<file path="src/rtl/m_wb_pipe_buffer_pkg.sv">
// Shared definitions for the Memory->Writeback stage buffer.
//   - default payload field widths
//   - mwb_payload_t : packed view of one M-stage result at default widths
//   - mwb_count_width() : width of an occupancy counter able to hold 0..depth
package m_wb_pipe_buffer_pkg;

  localparam int unsigned MWB_WORD_SIZE       = 32;
  localparam int unsigned MWB_INSTR_TYPE_SZ   = 2;
  localparam int unsigned MWB_ROB_ENTRY_WIDTH = 3;
  localparam int unsigned MWB_DEFAULT_DEPTH   = 2;

  typedef struct packed {
    logic [MWB_INSTR_TYPE_SZ-1:0]   instruction_type;
    logic [MWB_WORD_SIZE-1:0]       pc;
    logic                           exception;
    logic [MWB_WORD_SIZE-1:0]       virtual_addr_exception;
    logic [MWB_WORD_SIZE-1:0]       load_data;
    logic [MWB_ROB_ENTRY_WIDTH-1:0] rob_id;
  } mwb_payload_t;

  function automatic int unsigned mwb_count_width(input int unsigned depth);
    return $clog2(depth + 1);
  endfunction

  localparam int unsigned MWB_COUNT_W = mwb_count_width(MWB_DEFAULT_DEPTH);

endpackage

</file>
<file path="src/rtl/m_wb_pipe_buffer_ptr_wrap_counter.sv">
// Modulo-DEPTH pointer with increment and clear.
// Ports:
//   clk      rising-edge clock
//   i_rst    synchronous active-high reset (pointer -> 0)
//   i_clear  synchronous clear (pointer -> 0), same effect as reset
//   i_inc    advance pointer by one, wrapping DEPTH-1 -> 0
//   o_ptr    current pointer value
module ptr_wrap_counter #(
  parameter int unsigned DEPTH = 2,
  parameter int unsigned PW    = (DEPTH > 1) ? $clog2(DEPTH) : 1
) (
  input  logic          clk,
  input  logic          i_rst,
  input  logic          i_clear,
  input  logic          i_inc,
  output logic [PW-1:0] o_ptr
);

  logic [PW-1:0] r_ptr;

  // Explicit compare against DEPTH-1 so non-power-of-two depths wrap correctly.
  always_ff @(posedge clk) begin
    if (i_rst || i_clear) begin
      r_ptr <= '0;
    end else if (i_inc) begin
      r_ptr <= (r_ptr == PW'(DEPTH - 1)) ? '0 : r_ptr + 1'b1;
    end
  end

  assign o_ptr = r_ptr;

endmodule

</file>
<file path="src/rtl/m_wb_pipe_buffer.sv">
// Memory->Writeback stage buffer: DEPTH-entry FIFO of M-stage results with
// valid/ready handshake on both sides, full flush, occupancy count and a
// sticky exception summary.
// Ports:
//   clk, reset                 clock, synchronous active-high reset
//   flush                      discard all buffered entries
//   in_valid / in_ready        M-side handshake (in_ready from registered state only)
//   instruction_type, pc, exception, virtual_addr_exception, load_data, rob_id
//                              M-side payload
//   out_valid / out_ready      WB-side handshake
//   *_out                      head payload, forced to 0 while out_valid=0
//   count                      occupancy 0..DEPTH
//   exception_pending          some buffered entry carries exception=1
module m_wb_pipe_buffer
  import m_wb_pipe_buffer_pkg::*;
#(
  parameter int unsigned WORD_SIZE       = MWB_WORD_SIZE,
  parameter int unsigned INSTR_TYPE_SZ   = MWB_INSTR_TYPE_SZ,
  parameter int unsigned ROB_ENTRY_WIDTH = MWB_ROB_ENTRY_WIDTH,
  parameter int unsigned DEPTH           = MWB_DEFAULT_DEPTH
) (
  input  logic                               clk,
  input  logic                               reset,
  input  logic                               flush,
  input  logic                               in_valid,
  output logic                               in_ready,
  input  logic [INSTR_TYPE_SZ-1:0]           instruction_type,
  input  logic [WORD_SIZE-1:0]               pc,
  input  logic                               exception,
  input  logic [WORD_SIZE-1:0]               virtual_addr_exception,
  input  logic [WORD_SIZE-1:0]               load_data,
  input  logic [ROB_ENTRY_WIDTH-1:0]         rob_id,
  input  logic                               out_ready,
  output logic                               out_valid,
  output logic [INSTR_TYPE_SZ-1:0]           instruction_type_out,
  output logic [WORD_SIZE-1:0]               pc_out,
  output logic                               exception_out,
  output logic [WORD_SIZE-1:0]               virtual_addr_exception_out,
  output logic [WORD_SIZE-1:0]               load_data_out,
  output logic [ROB_ENTRY_WIDTH-1:0]         rob_id_out,
  output logic [mwb_count_width(DEPTH)-1:0]  count,
  output logic                               exception_pending
);

  localparam int unsigned CW = mwb_count_width(DEPTH);
  localparam int unsigned PW = $clog2(DEPTH);

  typedef struct packed {
    logic [INSTR_TYPE_SZ-1:0]   instruction_type;
    logic [WORD_SIZE-1:0]       pc;
    logic                       exception;
    logic [WORD_SIZE-1:0]       virtual_addr_exception;
    logic [WORD_SIZE-1:0]       load_data;
    logic [ROB_ENTRY_WIDTH-1:0] rob_id;
  } entry_t;

  entry_t          r_mem [DEPTH];
  logic [CW-1:0]   r_count;
  logic [DEPTH-1:0] r_exc;

  logic [PW-1:0]   w_rd_ptr;
  logic [PW-1:0]   w_wr_ptr;
  logic            w_push;
  logic            w_pop;
  entry_t          w_in;
  entry_t          w_head;

  assign in_ready  = (r_count < CW'(DEPTH));
  assign out_valid = (r_count != '0);
  assign w_push    = in_valid && in_ready;
  assign w_pop     = out_valid && out_ready;

  assign w_in = '{
    instruction_type:       instruction_type,
    pc:                     pc,
    exception:              exception,
    virtual_addr_exception: virtual_addr_exception,
    load_data:              load_data,
    rob_id:                 rob_id
  };

  ptr_wrap_counter #(.DEPTH(DEPTH), .PW(PW)) u_rd_ptr (
    .clk     (clk),
    .i_rst   (reset),
    .i_clear (flush),
    .i_inc   (w_pop),
    .o_ptr   (w_rd_ptr)
  );

  ptr_wrap_counter #(.DEPTH(DEPTH), .PW(PW)) u_wr_ptr (
    .clk     (clk),
    .i_rst   (reset),
    .i_clear (flush),
    .i_inc   (w_push),
    .o_ptr   (w_wr_ptr)
  );

  // Payload storage is not reset; the output mask hides stale contents.
  always_ff @(posedge clk) begin
    if (w_push && !flush && !reset) begin
      r_mem[w_wr_ptr] <= w_in;
    end
  end

  always_ff @(posedge clk) begin
    if (reset || flush) begin
      r_count <= '0;
    end else begin
      case ({w_push, w_pop})
        2'b10:   r_count <= r_count + 1'b1;
        2'b01:   r_count <= r_count - 1'b1;
        default: r_count <= r_count;
      endcase
    end
  end

  // Push and pop can never hit the same slot in one cycle: that would need
  // count to be both below DEPTH and zero-or-DEPTH at once.
  always_ff @(posedge clk) begin
    if (reset || flush) begin
      r_exc <= '0;
    end else begin
      if (w_pop) begin
        r_exc[w_rd_ptr] <= 1'b0;
      end
      if (w_push) begin
        r_exc[w_wr_ptr] <= exception;
      end
    end
  end

  assign exception_pending = |r_exc;
  assign count             = r_count;

  assign w_head = out_valid ? r_mem[w_rd_ptr] : '0;

  assign instruction_type_out       = w_head.instruction_type;
  assign pc_out                     = w_head.pc;
  assign exception_out              = w_head.exception;
  assign virtual_addr_exception_out = w_head.virtual_addr_exception;
  assign load_data_out              = w_head.load_data;
  assign rob_id_out                 = w_head.rob_id;

endmodule

</file>
<file path="config.mk">
export PLATFORM = sky130hd
export DESIGN_NAME = m_wb_pipe_buffer
export DESIGN_NICKNAME = d
export VERILOG_FILES = /design/src/rtl/m_wb_pipe_buffer_pkg.sv /design/src/rtl/m_wb_pipe_buffer_ptr_wrap_counter.sv /design/src/rtl/m_wb_pipe_buffer.sv
export SDC_FILE = /design/constraint.sdc
export NUM_CORES = 1
export LEC_CHECK = 0
export CAP_MARGIN = 20
export CORE_UTILIZATION = 35
export CTS_BUF_LIST = sky130_fd_sc_hd__clkbuf_16
export CTS_CLUSTER_DIAMETER = 80
export DETAILED_ROUTE_END_ITERATION = 8
export SKIP_LAST_GASP = 1
export SLEW_MARGIN = 40
export SYNTH_ARGS = -nofsm -noshare
export SYNTH_HDL_FRONTEND = slang
export SYNTH_SLANG_ARGS = --single-unit
</file>
<file path="constraint.sdc">
create_clock -name clk -period 6.6 [get_ports clk]
set_input_delay 1.32 -clock clk [delete_from_list [all_inputs] [get_ports clk]]
set_output_delay 1.32 -clock clk [all_outputs]
set_load 0.1 [all_outputs]
</file>
Word-level counts from Yosys, hierarchy flattened

Memories as Yosys holds them, arrays and structs flattened. A register that Yosys moved wholly into a read port is not among the register bits.
Index checks and enable logic that the tools add are counted.

$add $sub $neg: 4
Multiply operators: 0
Divide/modulo/power cells: 0
Magnitude comparators: 5
Equality and inequality tests: 2
Shifts and indexed selects: 0
Multiplexer cells: 16
Bitwise operators: 2
Reduce and logical (&&, ||, !) cells: 12

Operator list:

| operator            | count |
|---|---|
| $mux 102            | 1 |
| $mux 1              | 8 |
| $logic_and 1x1->1   | 6 |
| $mux 2              | 3 |
| $lt 1x2->1 const B  | 2 |
| $pmux 2 s2          | 1 |
| $reduce_bool 2->1   | 2 |
| $add 1x1->1 const B | 2 |
| $add 2x1->2 const B | 1 |
| $and 2x2->2         | 1 |
| $bwmux 2            | 1 |
| $demux 1 s1         | 2 |
| $eq 2x1->1 const B  | 1 |
| $eq 2x2->1 const B  | 1 |
| $ge 1x1->1 const B  | 2 |
| $logic_not 1->1     | 2 |
| $lt 2x2->1 const B  | 1 |
| $not 2->2           | 1 |
| $reduce_or 2->1     | 1 |
| $sub 2x1->2 const B | 1 |
| $logic_or 1x1->1    | 1 |

Bits in registers: 6
Bits in latches: 0
Memory bits (writable): 204
Memory bits (read-only): 0
Input port bits: 107
Output and inout port bits: 107
Logic and storage cells: 46
Memories: 1

Memory list:

| memory | words | bits a word | rd ports | clocked after memory_dff | write ports | line                   | text |
|---|---|---|---|---|---|---|---|
| r_mem  | 2     | 102         | 1        | 1                        | 1           | m_wb_pipe_buffer.sv:57 | `entry_t r_mem [DEPTH];` |

Logic depth before layout (Yosys ltp)

Depth after elaboration: 10
Depth in mapped cells: 6

Modules after synthesis

Synthesis repeated with hierarchy kept, for this count alone.

Cells, all modules: 468
Area, all modules: 8003.9 µm²

Modules (own cells, without submodules):

| module           | times used | cells an instance | area an instance (µm²) |
|---|---|---|---|
| m_wb_pipe_buffer | 1          | 462               | 7926.4 |
| ptr_wrap_counter | 2          | 3                 | 38.8 |

Least setup slack after synthesis

OpenSTA, ideal clock, no wires.

Path kind: input -> register
Start: input port flush
End: memory r_mem[0][0] in the netlist's numbering (enable)
Library setup time: 0.564 ns
Arrival time: 6.061 ns
Slack: -0.025 ns
Stages: 3
Buffers on the path: 1
Cells stage by stage: or2_2 -> clkbuf_1 -> nor2_1

Cells in the longest elaborated chain, start to end: 5

Ends and longest elaborated chain:

| item                           | line                    | text |
|---|---|---|
| start: declaration             | m_wb_pipe_buffer.sv:24  | `input logic flush,` |
| $logic_not 1->1                | m_wb_pipe_buffer.sv:100 | `if (w_push && !flush && !reset) begin` |
| $logic_and 1x1->1 (2 in a row) | m_wb_pipe_buffer.sv:100 |  |
| $mux 1                         | m_wb_pipe_buffer.sv:100 |  |
| $mux 1 (not written as such)   | m_wb_pipe_buffer.sv:101 | `r_mem[w_wr_ptr] <= w_in;` |
| end: declaration               | m_wb_pipe_buffer.sv:57  |  |

No other way between the ends.

==> flow_summary.json <==
{
  "area_delta_synth_final_pct": 32.6,
  "clk_pin_slew_ps": 60,
  "place_congestion": 0.733,
  "min_path_cells": 2,
  "yosysWarnings": 0,
  "required_ps": 5280,
  "period_minus_slack_ps": 3530,
  "synth_cells": 470,
  "cts-root-buf": "clkbuf_16",
  "antenna_found_initial": 0,
  "post-route-drc-count": 0,
  "worstPathMaxFanout": 54,
  "die_h_um": 153,
  "synth_seq_cells": 211,
  "avgSynthCellArea_um2": 17.0,
  "dieWidth_um": 153,
  "fin_area_um2": 10600,
  "yosysUniqueCellTypes": 22,
  "drtAntennaViolNets": 0,
  "clockBufferDepth": 3,
  "leakagePower_nw": 3.73,
  "gr-usage-all-layers_pct": 14.4,
  "grt_max_degree": 84,
  "power_mw": 3.06,
  "slew-limit-headroom_pct": 55.9,
  "hold-worst-slack_ps": 482,
  "place_ws_ps": 2960,
  "r2r_end": "r_mem[1][91]$_DFFE_PP_",
  "worstHoldPathType": "flop to flop",
  "port_buffers": 213,
  "fmax_ghz": 0.283,
  "synthesis.area_um2": 8000,
  "async_flop_share_pct": 0,
  "h-tree-depth": 1,
  "finalWirelength_um": 16800,
  "setup_ws_ps": 3070,
  "cts-buffers-inserted": 22,
  "synthFlopType": "edfxtp_1",
  "grt_pass1_wl_um": 26700,
  "hold_viol": 0,
  "clock_latency_ps": 490,
  "post-route-util_pct": 48.0,
  "arrival_ps": 2210,
  "nFillCells": 1933,
  "r2r_slack_ps": 4480,
  "grt-ovfl-total": 0,
  "via_count": 4557,
  "firstDrtPassIters": 4,
  "via_per_inst": 4.63,
  "drtIter0Drc": 201,
  "tightest_slew_ps": 659,
  "status": "completed",
  "drive_gt1_share_pct": 21.2,
  "synth-edff-count": 204,
  "cts_resized": 0,
  "rows": 54,
  "slew_violations": 0,
  "r2r_start": "count[1]$_SDFFE_PP0P_",
  "clkSinkCount": 211,
  "post_drt_wl_per_cell_um": 17.0,
  "path_class": "flop to output pin",
  "cts_tree": "yes",
  "post_cts_buffers": 0,
  "rsz0062_at_grt": "no",
  "ir_drop_mv": 0.202,
  "startpoint_type": "flop",
  "hold_buffers": 0,
  "die_area_um2": 23500,
  "hold_end": "r_exc[1]$_SDFF_PP0_",
  "powerDensity_nw_per_um2": 289,
  "hpwlAfterDp_um": 10900,
  "crit_path_end_kind": "output pin",
  "drv_cap": 0,
  "synthesis.nets": 578,
  "final_nets": 799,
  "fin_crit_sh_pct": 53.5,
  "grt_pass1_vias": 5025,
  "finClkSkew_ps": 11.5,
  "reg2regPathDepth": 3,
  "setup_violations": 0,
  "synth_seq_area_share_pct": 78.4,
  "core_um2": 22100,
  "place_area_um2": 9960,
  "num_io_pins": 214,
  "min-delay-start": "r_exc[1]$_SDFF_PP0_",
  "start_util_pct": 36.2
}
-- how the worst max path moves through the flow --
stage / endpoint / slack (ps) / depth (start not counted)
3_5_place_dp: r_mem[1][100]$_DFFE_PP_ / 2960 / 4
4_1_cts: virtual_addr_exception_out[4] / 3020 / 4
3_3_place_gp: virtual_addr_exception_out[4] / 2430 / 4
2_1_floorplan: r_mem[0][0]$_DFFE_PP_ / -20 / 3
5_1_grt: virtual_addr_exception_out[27] / 2900 / 4
6_report: virtual_addr_exception_out[27] / 3070 / 4
-- where the power goes --
group / leakage, nW / total, mW / internal, mW / switching, mW
clock: 0.337 / 1.09 / 0.623 / 0.468
sequential: 1.91 / 1.51 / 1.50 / 0.00869
combinational: 1.48 / 0.467 / 0.112 / 0.355
-- placed cells by master, fill, tap and decap left out, types with 4 or more instances in the layout --
master	n
edfxtp_1	204
nor2_1	105
dfxtp_1	6
clkbuf_16	23
buf_12	4
mux2i_1	102
inv_1	11
clkdlybuf4s50_1	106
a21oi_1	4
buf_2	107
-- final cells by class --
class	count	area (um^2)	share of cell area, %
tap	280	350	3.31
multi-input combinational	231	1600	15.1
antenna	1	2.50	0.0236
sequential	211	6270	59.2
timing repair buffer	221	1730	16.3
clock buffer	23	576	5.43
inverter	4	15.0	0.142
clock inverter	14	60.1	0.567
-- metrics by stage --
| stage | cells | setup TNS [ps] |
|---|---|---|
| detailed placement | 947 | 0 |
| global route | 984 | 0 |
| finish | 985 | 0 |
| floorplan | 470 | -4990 |
| CTS | 984 | 0 |
| global placement | 944 | 0 |
-- layer usage --
layer,GRT usage [%],up-vias,part of all wire (%)
met5,0,-,0
met4,3.22,0,1.5
met3,4.22,24,8.2
met2,25.4,165,49
met1,17.4,2187,42
li1,-,2181,-
-- cells by family after synthesis --
| logic type | Yosys count | share of synthesized area [%] |
|---|---|---|
| mux | 102 | 12.8 |
| buf+inv | 28 | 1.89 |
| xor+xnor | 3 | 0.329 |
| flops | 211 | 78.4 |
| compound gates | 8 | 0.563 |
| simple gates | 117 | 5.92 |
| fa+ha+maj | 1 | 0.156 |
-- worst max-delay path: stages (launching register included) --
cell	delay (ps)
dfxtp_4	570
buf_12	390
mux2i_1	140
nor2_1	140
buf_2	450
-- cells in the mapped netlist (all sizes together) (2+ instances only) --
cell	instances	area (um^2)
clkbuf	5	18.8
nor2	108	405
o21ai	2	10.0
mux2i	102	1020
buf	19	118
a21oi	4	20.0
or2	2	12.5
o211ai	2	15.0
or3b	2	17.5
inv	4	15.0
dfxtp	7	140
edfxtp	204	6130
xnor2	2	17.5
-- registers in the layout, summed over array words and instances (netlist names), named ones only --
name / cells
count: 2
r_exc: 2
r_mem: 204
u_rd_ptr.o_ptr: 1
u_wr_ptr.o_ptr: 1
Note: power is estimated with default switching activity, not from simulation.
